<file path="src/rtl/ram_dp_be.sv">
// rtl/ram_dp_be.sv - simple-dual-port byte-enable RAM with reset-driven zero-fill sequencer
module ram_dp_be #(
    parameter int DATA_WIDTH     = 8,
    parameter int ADDR_WIDTH     = 4,
    parameter int RDW_MODE       = 0,
    parameter int CLEAR_ON_RESET = 1
) (
    input  logic                    clk,
    input  logic                    rst,
    input  logic                    wr_enable,
    input  logic [ADDR_WIDTH-1:0]   wr_addr,
    input  logic [DATA_WIDTH-1:0]   wr_data,
    input  logic [DATA_WIDTH/8-1:0] wr_be,
    input  logic                    rd_enable,
    input  logic [ADDR_WIDTH-1:0]   rd_addr,
    output logic [DATA_WIDTH-1:0]   rd_data,
    output logic                    rd_valid,
    output logic                    init_busy
);
    localparam int DEPTH = 2 ** ADDR_WIDTH;
    localparam int NB    = DATA_WIDTH / 8;

    if ((DATA_WIDTH % 8) != 0 || DATA_WIDTH < 8) begin : g_width_check
        $error("ram_dp_be: DATA_WIDTH must be a non-zero multiple of 8");
    end

    typedef enum logic {
        S_IDLE  = 1'b0,
        S_CLEAR = 1'b1
    } state_t;

    state_t                  state_q, state_d;
    logic [ADDR_WIDTH-1:0]   cnt_q, cnt_d;
    logic [DATA_WIDTH-1:0]   rd_data_q, rd_data_d;
    logic                    rd_valid_q, rd_valid_d;
    logic [DATA_WIDTH-1:0]   mem_q [DEPTH];

    logic                    mem_we;
    logic [ADDR_WIDTH-1:0]   mem_addr;
    logic [DATA_WIDTH-1:0]   mem_wdata;
    logic [NB-1:0]           mem_be;
    logic [DATA_WIDTH-1:0]   rd_old;
    logic [DATA_WIDTH-1:0]   rd_merged;

    assign rd_old = mem_q[rd_addr];

    // Write-through view of the read word: enabled lanes come from the incoming write.
    always_comb begin
        rd_merged = rd_old;
        for (int i = 0; i < NB; i++) begin
            if (wr_be[i]) begin
                rd_merged[8*i +: 8] = wr_data[8*i +: 8];
            end
        end
    end

    always_comb begin
        state_d    = state_q;
        cnt_d      = cnt_q;
        rd_data_d  = rd_data_q;
        rd_valid_d = 1'b0;
        mem_we     = 1'b0;
        mem_addr   = wr_addr;
        mem_wdata  = wr_data;
        mem_be     = wr_be;
        case (state_q)
            S_CLEAR: begin
                mem_we    = 1'b1;
                mem_addr  = cnt_q;
                mem_wdata = '0;
                mem_be    = '1;
                cnt_d     = cnt_q + ADDR_WIDTH'(1);
                rd_data_d = '0;
                if (cnt_q == {ADDR_WIDTH{1'b1}}) begin
                    state_d = S_IDLE;
                end
            end
            default: begin
                mem_we = wr_enable;
                if (rd_enable) begin
                    rd_valid_d = 1'b1;
                    if (RDW_MODE == 1 && wr_enable && wr_addr == rd_addr) begin
                        rd_data_d = rd_merged;
                    end else begin
                        rd_data_d = rd_old;
                    end
                end
            end
        endcase
    end

    always_ff @(posedge clk) begin
        if (rst) begin
            state_q    <= (CLEAR_ON_RESET != 0) ? S_CLEAR : S_IDLE;
            cnt_q      <= '0;
            rd_data_q  <= '0;
            rd_valid_q <= 1'b0;
        end else begin
            state_q    <= state_d;
            cnt_q      <= cnt_d;
            rd_data_q  <= rd_data_d;
            rd_valid_q <= rd_valid_d;
        end
    end

    // Storage has no reset of its own; the sequencer is the only way to zero it.
    always_ff @(posedge clk) begin
        if (!rst && mem_we) begin
            for (int i = 0; i < NB; i++) begin
                if (mem_be[i]) begin
                    mem_q[mem_addr][8*i +: 8] <= mem_wdata[8*i +: 8];
                end
            end
        end
    end

    assign rd_data   = rd_data_q;
    assign rd_valid  = rd_valid_q;
    assign init_busy = (state_q == S_CLEAR);
endmodule

</file>
<file path="config.mk">
export PLATFORM = sky130hd
export DESIGN_NAME = ram_dp_be
export DESIGN_NICKNAME = d
export VERILOG_FILES = /design/src/rtl/ram_dp_be.sv
export SDC_FILE = /design/constraint.sdc
export NUM_CORES = 1
export LEC_CHECK = 0
export CORE_UTILIZATION = 45
export DETAILED_ROUTE_END_ITERATION = 7
export HOLD_SLACK_MARGIN = 0.1
export PLACE_DENSITY = 0.66
export SETUP_SLACK_MARGIN = 0.5
export SLEW_MARGIN = 30
export SYNTH_ARGS = -nofsm -noshare
export SYNTH_HDL_FRONTEND = slang
export SYNTH_SLANG_ARGS = --single-unit
</file>
<file path="constraint.sdc">
create_clock -name clk -period 2.3 [get_ports clk]
set_input_delay 0.23 -clock clk [delete_from_list [all_inputs] [get_ports clk]]
set_output_delay 0.23 -clock clk [all_outputs]
set_load 0.01 [all_outputs]
</file>
==> results of run 1 <==
cells by family after synthesis:
| kind of cell | Yosys count |
|---|---|
| fa+ha+maj | 1 |
| flops | 142 |
| xor+xnor | 3 |
| compound gates | 31 |
| mux | 52 |
| buf+inv | 20 |
| simple gates | 62 |
cell usage in the layout, fill, tap and decap left out, types with 2 or more instances in the layout:
| cell type | n |
|---|---|
| sky130_fd_sc_hd__nand2_1 | 17 |
| sky130_fd_sc_hd__nor2b_2 | 7 |
| sky130_fd_sc_hd__buf_12 | 2 |
| sky130_fd_sc_hd__a22oi_1 | 16 |
| sky130_fd_sc_hd__bufinv_16 | 5 |
| sky130_fd_sc_hd__dfxtp_1 | 13 |
| sky130_fd_sc_hd__o211ai_1 | 7 |
| sky130_fd_sc_hd__nor2b_1 | 4 |
| sky130_fd_sc_hd__xor2_1 | 2 |
| sky130_fd_sc_hd__nor2_1 | 10 |
| sky130_fd_sc_hd__clkbuf_16 | 18 |
| sky130_fd_sc_hd__a21oi_1 | 3 |
| sky130_fd_sc_hd__clkdlybuf4s50_1 | 28 |
| sky130_fd_sc_hd__mux2_2 | 9 |
| sky130_fd_sc_hd__clkinv_1 | 4 |
| sky130_fd_sc_hd__clkinvlp_4 | 3 |
| sky130_fd_sc_hd__buf_4 | 31 |
| sky130_fd_sc_hd__mux2i_1 | 20 |
| sky130_fd_sc_hd__mux4_2 | 16 |
| sky130_fd_sc_hd__edfxtp_1 | 128 |
| sky130_fd_sc_hd__nor2_2 | 14 |
| sky130_fd_sc_hd__nor3_1 | 2 |
| sky130_fd_sc_hd__a32oi_1 | 2 |
| sky130_fd_sc_hd__inv_1 | 2 |
| sky130_fd_sc_hd__clkinv_2 | 2 |
| sky130_fd_sc_hd__mux4_1 | 7 |
| sky130_fd_sc_hd__and2_1 | 2 |
power by group:
| part | switching (mW) | leakage, nW | internal, mW | total, mW |
|---|---|---|---|---|
| clock network | 0.979 | 0.296 | 1.90 | 2.88 |
| registers | 0.0140 | 1.31 | 2.81 | 2.82 |
| logic | 0.122 | 0.861 | 0.137 | 0.259 |
worst register-to-register path: cells and delay by family, from the launching register on:
| family | cells | cell delay, ps |
|---|---|---|
| AO/OA/AOI/OAI | 1 | 210 |
| AND/OR/NAND/NOR | 3 | 570 |
| flip-flops | 1 | 390 |
| buffers and inverters | 1 | 180 |
state kept, by name, summed over array words and instances (netlist names):
register and flops:
cnt_q 4, init_busy 1, mem_q 128, rd_data 8, rd_valid 1
layout make-up:
cell class / instances / area share, %
multi-input cells: 149 / 20.7
well taps: 168 / 2.99
flip-flops and latches: 142 / 58.8
repair buffers: 64 / 8.48
clock inverters: 14 / 2.81
inverters: 2 / 0.107
clock buffers: 18 / 6.11
per-layer routing:
layer / vias up / routed length (um)
met2: 102 / 5770
li1: 1365 / -
met5: - / 0
met1: 1514 / 5040
met4: 0 / 191
met3: 10 / 657
how the worst max path moves through the flow:
stage                     cells past startpoint                 endpoint
after global routing                          2                init_busy
after floorplan                               5    mem_q[1][0]$_DFFE_PP_
after CTS                                     2   mem_q[15][1]$_DFFE_PP_
after detailed placement                      6  rd_data[0]$_SDFFE_PP0P_
after global placement                        6  rd_data[0]$_SDFFE_PP0P_
final                                         2                init_busy
what timing repair did:
item / CTS / global route
hold endpoints to repair: 0 / 0
buffers inserted: 1 / 0
gates resized for setup: 3 / 1
gates cloned: 0 / 1
setup endpoints to repair: 185 / 2
pin swaps: 0 / 0
metrics by stage:
| step | total power, mW | setup slack [ps] | utilization [%] |
|---|---|---|---|
| global placement | 3.13 | 180 | 52.4 |
| detailed placement | 3.13 | 136 | 52.4 |
| CTS | 6.00 | 529 | 57.7 |
| finish | 5.96 | 556 | 58.0 |
| floorplan | 3.04 | 453 | - |
| global route | 6.13 | 514 | 58.0 |
==> key figures, run 1 <==
Yosys
  – Cell type with the largest total area after synthesis: sky130_fd_sc_hd__edfxtp_1
  – Share of the synthesized area in the top cell type: 68.2%
  – Leading register cell type out of synthesis: sky130_fd_sc_hd__edfxtp_1
  – Cell with the most instances after synthesis: sky130_fd_sc_hd__edfxtp_1
  – Main combinational cell family by area after synthesis: multiplexers
  – Area contributors post-synth: sky130_fd_sc_hd__edfxtp_1, sky130_fd_sc_hd__mux4_2, sky130_fd_sc_hd__dfxtp_1
  – Post-synthesis net count: roughly 330
  – Number of distinct library cell variants in the gate-level netlist after synthesis: 34
  – Area fraction in compound gates after synthesis: 4.06%
  – Synthesized flop and latch total: 142
  – Seq/Total Area, Yosys: 73.1%
  – Xor-xnor portion of the synthesized cell area: 0.466%
  – Post-synthesis adder-cell area fraction: 0.222%
  – Count of mapped cells out of synthesis: 311
  – Synth cell count leaders: sky130_fd_sc_hd__edfxtp_1, sky130_fd_sc_hd__nor2_1, sky130_fd_sc_hd__mux2i_1
  – Fraction of the mapped netlist area in simple logic gates: 5.15%
  – Number of warnings reported in the yosys synthesis log: 0
  – Multiplexer share of the synthesized area: between 10 and 15%
  – EDFF count, synth: 128
  – Synthesized cell area: 5640 um^2
  – Avg Inst Size Synth: 18.1 um^2
  – Async set or reset register ratio after synthesis: 0%

Power
  – Static leakage: between 2 and 2.5 nW
  – Power density over the cells: 849 nW/um^2
  – Worst vdd ir: 0.494 mV

Status
  – Run status: complete, no violations

Job
  – Max-cap violations: 0

Routing
  – Pre-antenna DRT Iters: 4
  – Detailed-route via count: 2991
  – Routed wirelength normalized by instance count: 20.9 um
  – Iteration-0 DRC Markers: 263
  – Total routed wirelength: 11700 um
  – Routed vias/inst: about 5.4
  – Detail Route Antenna Nets: 0
  – DRC violation count after routing: 0

Worst hold path
  – Classification of the worst-slack hold path: in2reg
  – WHS Path Cells: 2
  – End point of the worst hold path: rd_valid$_SDFF_PP0_
  – Launch instance of the worst min-delay path: rst

Global route
  – Most crowded layer after global routing: met2
  – Total congestion overflow after global routing: 0
  – Antenna violations before repair: 0
  – Largest net degree at the start of global routing: 27
  – Global Route met2 Usage: 30.5%
  – Global routing usage on met1: 26.6%
  – Global-route wire length before repair: 18000 um
  – Met3 Use GR: 6.11%
  – Aggregate global-route resource usage: between 10% and 20%
  – Vias in the first global route: roughly 3.2k

Worst setup path
  – Critical path buffer and inverter count: 2
  – Worst R2R Path Depth: 5
  – Critical Path Max Stage Delay: 520 ps
  – Data required time of the worst path: 2070 ps
  – Startpoint of the worst setup timing path: init_busy$_SDFF_PP1_
  – Capture point of the worst reg-to-reg path: mem_q[14][5]$_DFFE_PP_
  – Cell type group with the largest total delay on the critical path: buffers and inverters
  – Master of the slowest instance on the critical path: sky130_fd_sc_hd__clkdlybuf4s50_1
  – Type of the worst setup path: reg2out
  – Worst R2R Start: init_busy$_SDFF_PP1_
  – Worst R2R Setup Slack: 660 ps
  – Data arrival time at the worst-slack endpoint: 1510 ps
  – Maximum fanout along the worst path: 14
  – Endpoint type of the worst setup path: output port
  – Cell Chain, Critical Path: buf_4, clkdlybuf4s50_1
  – Kind of start point of the critical path: register

Floorplanning
  – Die X-Extent: 114 um
  – Number of rows in the core area: 40
  – I/O pin count: 31
  – Initial core utilization: 46.6%
  – Die area: 13000 um^2
  – Die H: 114 um
  – Core Area: about 12000 um^2

STA
  – Slew HR: roughly half
  – Number of endpoints failing setup at the final stage: 0
  – Period utilisation layout: 75.8%
  – Setup TNS: 0 ps
  – Layout Skew: 8.77 ps
  – Unrepaired setup endpoints after global routing: false
  – Transition time at the pin with the least slew margin: ~760 ps
  – Time the worst path needs with I/O delays and setup: 1740 ps
  – Worst hold slack after final layout: 408 ps
  – Number of hold violations in the final report: 0
  – Number of max-slew violations in the final report: 0
  – Peak Freq: 0.573 GHz

Final layout
  – Final std cell area, no fill: 7020 um^2
  – Post-layout nets: between 300 and 400
  – Antenna cells: 0
  – Synthesis-to-layout area growth: 24.6%
  – Final cell count without fillers: 557
  – Filler Cells Inserted: 948
  – Area occupied by multi-input gates: 1460 um^2
  – Sequential standard cell area: 4130 um^2
  – Share of final-layout standard cells stronger than drive strength 1: 28.0%

Clock tree
  – Cts bufs inserted: 17
  – Root buffer selected by CTS: sky130_fd_sc_hd__clkbuf_16
  – # clock sinks: about 140
  – Clock transition at the registers of the reported paths: 60 ps
  – CTS HTree Levels: 4
  – Hold-fix buffers, CTS: 0
  – Max Root-Sink Buffers: 2
  – Clock tree from TritonCTS: yes
  – Clk_lat worst skew: 410 ps

Placement
  – Final Wtd Congestion: 0.757
  – Placed Area: 6350 um^2
  – Total of buffers placed on input and output ports: 30
  – Placed cells: around 520
  – DP Wirelength: 7450 um
Power figures use the tool's default switching activity.
==> run 2, diff against run 1 <==
Clock period 2.3 ns to 1.8 ns, I/O delays scaled along.
==> key figures, run 2 (same netlist as run 1, synthesis figures left out) <==
Routing
  – Routed wirelength normalized by instance count: 21.9 um
  – Detailed-route via count: 3068
  – Routed vias/inst: 5.38
  – Total routed wirelength: 12500 um
  – Detail Route Antenna Nets: 0
  – Iteration-0 DRC Markers: 304
  – Pre-antenna DRT Iters: 4
  – DRC violation count after routing: 0

Floorplanning
  – Die X-Extent: 114 um
  – Initial core utilization: 46.6%
  – Core Area: 12100 um^2
  – Number of rows in the core area: 40
  – Die area: 13000 um^2
  – I/O pin count: 31
  – Die H: about 110 um

Power
  – Sw power: 1.48 mW
  – Power density over the cells: roughly 1000 nW/um^2
  – Switching Fraction: 19.0%
  – Part of the power in combinational logic: 5.7%
  – Internal power contribution: 6.32 mW
  – Relative contribution of the clock network to total power: 47.9%
  – Proportion of power drawn by flip-flops and latches: 46.3%
  – Static leakage: between 2 and 3 nW
  – Worst vdd ir: about 0.74 mV

Clock tree
  – Root buffer selected by CTS: sky130_fd_sc_hd__clkbuf_16
  – CTS HTree Levels: 4
  – Hold-fix buffers, CTS: 0
  – Clock tree from TritonCTS: yes
  – # clock sinks: 142
  – Max Root-Sink Buffers: 2
  – Clk_lat worst skew: about 420 ps
  – Clock transition at the registers of the reported paths: around 60 ps
  – Cts bufs inserted: 17

Status
  – Run status: complete, no violations

Global route
  – Aggregate global-route resource usage: about a fifth
  – Global-route wire length before repair: 19100 um
  – Largest net degree at the start of global routing: 19
  – Vias in the first global route: 3253
  – Total congestion overflow after global routing: 0
  – Antenna violations before repair: 0

Placement
  – Final Wtd Congestion: roughly 0.73
  – DP Wirelength: between 7000 and 8000 um
  – Post-place setup slack: -235 ps
  – Total of buffers placed on input and output ports: 30

Final layout
  – Synthesis-to-layout area growth: 35.8%
  – Post-layout nets: 411
  – Share of final-layout standard cells stronger than drive strength 1: 38.3%
  – Antenna cells: 0
  – Largest Register: mem_q
  – Filler Cells Inserted: 884
  – Max reg flops: 128
  – Most frequent cells in the layout: sky130_fd_sc_hd__edfxtp_1, sky130_fd_sc_hd__buf_4, sky130_fd_sc_hd__mux4_2, sky130_fd_sc_hd__buf_12, sky130_fd_sc_hd__mux2i_1
  – Most common cell after layout, fill and taps aside: sky130_fd_sc_hd__edfxtp_1

Worst setup path
  – Worst R2R Path Depth: 6
  – Kind of start point of the critical path: register
  – Cell Chain, Critical Path: buf_4, nand2_1, a21oi_4, nand2_4, nor2_4, buf_12
  – Master of the slowest instance on the critical path: sky130_fd_sc_hd__dfxtp_4
  – Critical Path Max Stage Delay: 420 ps
  – Type of the worst setup path: reg2reg
  – Maximum fanout along the worst path: 9
  – Data arrival time at the worst-slack endpoint: ~1700 ps
  – Data required time of the worst path: 1910 ps
  – Endpoint type of the worst setup path: register

Worst hold path
  – WHS Path Cells: 2
  – Classification of the worst-slack hold path: reg2reg

STA
  – Time the worst path needs with I/O delays and setup: 1610 ps
  – Number of hold violations in the final report: 0
  – Peak Freq: 0.621 GHz
  – Number of endpoints failing setup at the final stage: 0
  – Unrepaired setup endpoints after global routing: true
  – Slew HR: 69.7%
  – Crit path setup slack, layout: roughly 190 ps
  – Transition time at the pin with the least slew margin: 454 ps
  – Layout Skew: 21.5 ps
  – Number of max-slew violations in the final report: 0
  – Setup TNS: 0 ps
  – Period utilisation layout: between 80% and 90%

Job
  – Max-cap violations: 0
## run 2: what timing repair did
item,in CTS,in global routing
endpoints found under the setup margin,226,169
pin swaps,9,1
cloned,1,0
buffers inserted,7,3
gates resized for setup,43,1
## run 2: cell type report
cell class	instances	area, um^2	share of cell area, %
Tap cell	168	210	2.74
Clock inverter	12	193	2.52
Sequential cell	142	4130	53.9
Clock buffer	20	447	5.83
Inverter	2	7.51	0.0980
Timing Repair Buffer	77	911	11.9
Multi-Input combinational cell	149	1760	23.0
## run 2: routing by layer
| layer | vias up | share of wire [%] | track usage, % |
|---|---|---|---|
| li1 | 1398 | - | - |
| met1 | 1536 | 41 | 28.1 |
| met2 | 122 | 49 | 32.4 |
| met3 | 12 | 7.0 | 5.26 |
| met4 | 0 | 2.1 | 9.78 |
| met5 | - | 0 | 0 |
## run 2: path summary, 6_finish.rpt
| check | to | start | slack, ps |
|---|---|---|---|
| hold reg to reg | rd_data[5]$_SDFFE_PP0P_ | rd_data[5]$_SDFFE_PP0P_ | 480 |
| hold / removal | rd_data[5]$_SDFFE_PP0P_ | rd_data[5]$_SDFFE_PP0P_ | 480 |
| setup / recovery | mem_q[4][6]$_DFFE_PP_ | init_busy$_SDFF_PP1_ | 190 |
| setup reg to reg | mem_q[4][6]$_DFFE_PP_ | init_busy$_SDFF_PP1_ | 190 |
## run 2: through the flow
stage	area [um^2]	total power [mW]	cells	hold WS (ps)	util, %
after floorplan	5910	3.93	311	366	-
after global routing	7660	8.01	570	510	63.2
after global placement	6710	4.08	527	466	55.4
final	7660	7.80	570	484	63.2
after CTS	7600	7.84	567	490	62.7
after detailed placement	6710	4.08	527	480	55.4
## run 2: power groups by stage
stage | Clock [mW] | Combinational, mW | Sequential [mW]
2_1_floorplan | 0 | 0.258 | 3.67
3_3_place_gp | 0 | 0.402 | 3.68
3_5_place_dp | 0 | 0.405 | 3.68
4_1_cts | 3.78 | 0.450 | 3.61
5_1_grt | 3.92 | 0.473 | 3.61
6_report | 3.74 | 0.447 | 3.61
## run 2: critical path: cells and delay by family, from the launching register on
kind	cells	cell delay [ps]
flops	1	420
simple gates	3	370
buf+inv	2	280
compound gates	1	230
==> run 3, diff against run 2 <==
Settings changed: CORE_MARGIN from default to 8.
==> key figures, run 3 (same netlist as run 1, synthesis figures left out) <==
Status
  – Run status: complete, no violations

Worst setup path
  – Cell Chain, Critical Path: buf_12, mux2i_4, nand2_4, nor2_4, buf_12
  – Worst R2R Path Depth: 5
  – Critical path buffer and inverter count: 2
  – Worst R2R Start: init_busy$_SDFF_PP1_
  – Maximum fanout along the worst path: 8
  – Data arrival time at the worst-slack endpoint: 1720 ps
  – Critical Path Max Stage Delay: ~400 ps
  – Worst R2R Setup Slack: between 200 and 250 ps
  – Cell type group with the largest total delay on the critical path: flip-flops
  – Type of the worst setup path: reg2reg
  – Instance count on the critical path: 5
  – Endpoint type of the worst setup path: register
  – Library cell appearing most often on the critical path: sky130_fd_sc_hd__buf_12
  – Capture point of the worst reg-to-reg path: mem_q[7][3]$_DFFE_PP_
  – Startpoint of the worst setup timing path: init_busy$_SDFF_PP1_
  – Capture point of the critical path: mem_q[7][3]$_DFFE_PP_
  – Master of the slowest instance on the critical path: sky130_fd_sc_hd__dfxtp_4
  – Data required time of the worst path: 1920 ps
  – Kind of start point of the critical path: register

Global route
  – Total congestion overflow after global routing: 0
  – Antenna violations before repair: 0
  – Global-route wire length before repair: 19000 um
  – Vias in the first global route: approximately 3.3k
  – Largest net degree at the start of global routing: 25
  – Aggregate global-route resource usage: 16.0%

Routing
  – Met1 wire length: between 5000 and 6000 um
  – Met3 Routed Length: ~700 um
  – Detailed-route via count: 3175
  – Iteration-0 DRC Markers: about 290
  – Total routed wirelength: approximately 12000 um
  – DRC violation count after routing: 0
  – Top routing layer used: met4
  – Detailed route wirelength on metal2: approximately 6300 um
  – Detail Route Antenna Nets: 0
  – Routed vias/inst: 5.41
  – Pre-antenna DRT Iters: 5
  – Routed wirelength normalized by instance count: 21.0 um

Final layout
  – Final Core Density: 62.4%
  – Max reg flops: 128
  – Final std cell area, no fill: 7750 um^2
  – Antenna cells: 0
  – Synthesis-to-layout area growth: 37.5%
  – Most frequent cells in the layout: sky130_fd_sc_hd__edfxtp_1, sky130_fd_sc_hd__buf_4, sky130_fd_sc_hd__mux4_2, sky130_fd_sc_hd__buf_12, sky130_fd_sc_hd__mux2i_1
  – Most common cell after layout, fill and taps aside: sky130_fd_sc_hd__edfxtp_1
  – Filler Cells Inserted: 894
  – Final cell count without fillers: just under 600
  – Largest Register: mem_q
  – Share of final-layout standard cells stronger than drive strength 1: 39.5%
  – Post-layout nets: 425

Floorplanning
  – Die H: around 130 um
  – Initial core utilization: 45.4%
  – Die area: ~16000 um^2
  – Die X-Extent: 128 um
  – I/O pin count: 31
  – Core Area: between 10000 and 15000 um^2
  – Number of rows in the core area: between 40 and 50

Placement
  – Total of buffers placed on input and output ports: 30
  – Placed cells: 539
  – Placed Area: 6790 um^2
  – Post-place setup slack: -265 ps
  – Final Wtd Congestion: approximately 0.71
  – DP Wirelength: roughly 8000 um

STA
  – Slew HR: between 70% and 80%
  – Setup TNS: 0 ps
  – Unrepaired setup endpoints after global routing: true
  – Time the worst path needs with I/O delays and setup: 1590 ps
  – Worst hold slack after final layout: 482 ps
  – Number of hold violations in the final report: 0
  – Layout Skew: 9.73 ps
  – Peak Freq: 0.627 GHz
  – Period utilisation layout: 88.6%
  – Transition time at the pin with the least slew margin: 447 ps
  – Number of endpoints failing setup at the final stage: 0
  – Number of max-slew violations in the final report: 0
  – Crit path setup slack, layout: 206 ps

Power
  – Static leakage: roughly 2.7 nW
  – Power density over the cells: 956 nW/um^2
  – Worst vdd ir: approximately 0.75 mV
  – Post-layout power: between 7 and 8 mW

Clock tree
  – # clock sinks: 142
  – Cts bufs inserted: 17
  – Clk_lat worst skew: between 400 and 500 ps
  – CTS HTree Levels: 4
  – Max Root-Sink Buffers: 2
  – Root buffer selected by CTS: sky130_fd_sc_hd__clkbuf_16
  – Clock tree from TritonCTS: yes
  – Hold-fix buffers, CTS: 0
  – Clock transition at the registers of the reported paths: 60 ps

Job
  – Max-cap violations: 0

Worst hold path
  – Classification of the worst-slack hold path: reg2reg
## run 3: worst min path at each step
stage / start / endpoint / slack (ps) / depth (start not counted)
after floorplan: rd_enable / rd_valid$_SDFF_PP0_ / 370 / 1
after global placement: rd_data[2]$_SDFFE_PP0P_ / rd_data[2]$_SDFFE_PP0P_ / 460 / 2
after detailed placement: rd_data[4]$_SDFFE_PP0P_ / rd_data[4]$_SDFFE_PP0P_ / 460 / 2
after CTS: rd_data[4]$_SDFFE_PP0P_ / rd_data[4]$_SDFFE_PP0P_ / 470 / 2
after global routing: rd_data[4]$_SDFFE_PP0P_ / rd_data[4]$_SDFFE_PP0P_ / 490 / 2
final: rd_data[4]$_SDFFE_PP0P_ / rd_data[4]$_SDFFE_PP0P_ / 480 / 2
## run 3: power breakdown
group          internal, mW  switching (mW)  total, mW
clock                  2.14            1.20       3.34
sequential             3.59          0.0218       3.61
combinational         0.252           0.202      0.454
## run 3: worst register-to-register path, stage by stage (launching register included)
cell	delay (ps)
sky130_fd_sc_hd__dfxtp_4	400
sky130_fd_sc_hd__buf_12	130
sky130_fd_sc_hd__mux2i_4	320
sky130_fd_sc_hd__nand2_4	150
sky130_fd_sc_hd__nor2_4	150
sky130_fd_sc_hd__buf_12	140
## run 3: final cells by class
class	instances	area (um^2)	share of cell area, %
Timing Repair Buffer	91	1080	13.9
Clock buffer	21	440	5.68
Sequential cell	142	4130	53.3
Tap cell	172	215	2.78
Inverter	2	7.51	0.0968
Multi-Input combinational cell	149	1760	22.7
Clock inverter	10	121	1.57
## run 3: metal layers
layer	vias up	GRT usage [%]
met5	-	0
met4	0	7.62
met3	21	3.37
met2	123	26.8
met1	1615	19.3
li1	1416	-
## run 3: repair_timing
action                                  in CTS  in global routing
gates resized for setup                     34                 29
pin swaps                                   10                 14
hold endpoints to repair                     0                  0
gates cloned                                 1                  1
buffers inserted                            12                  3
endpoints found under the setup margin     178                217
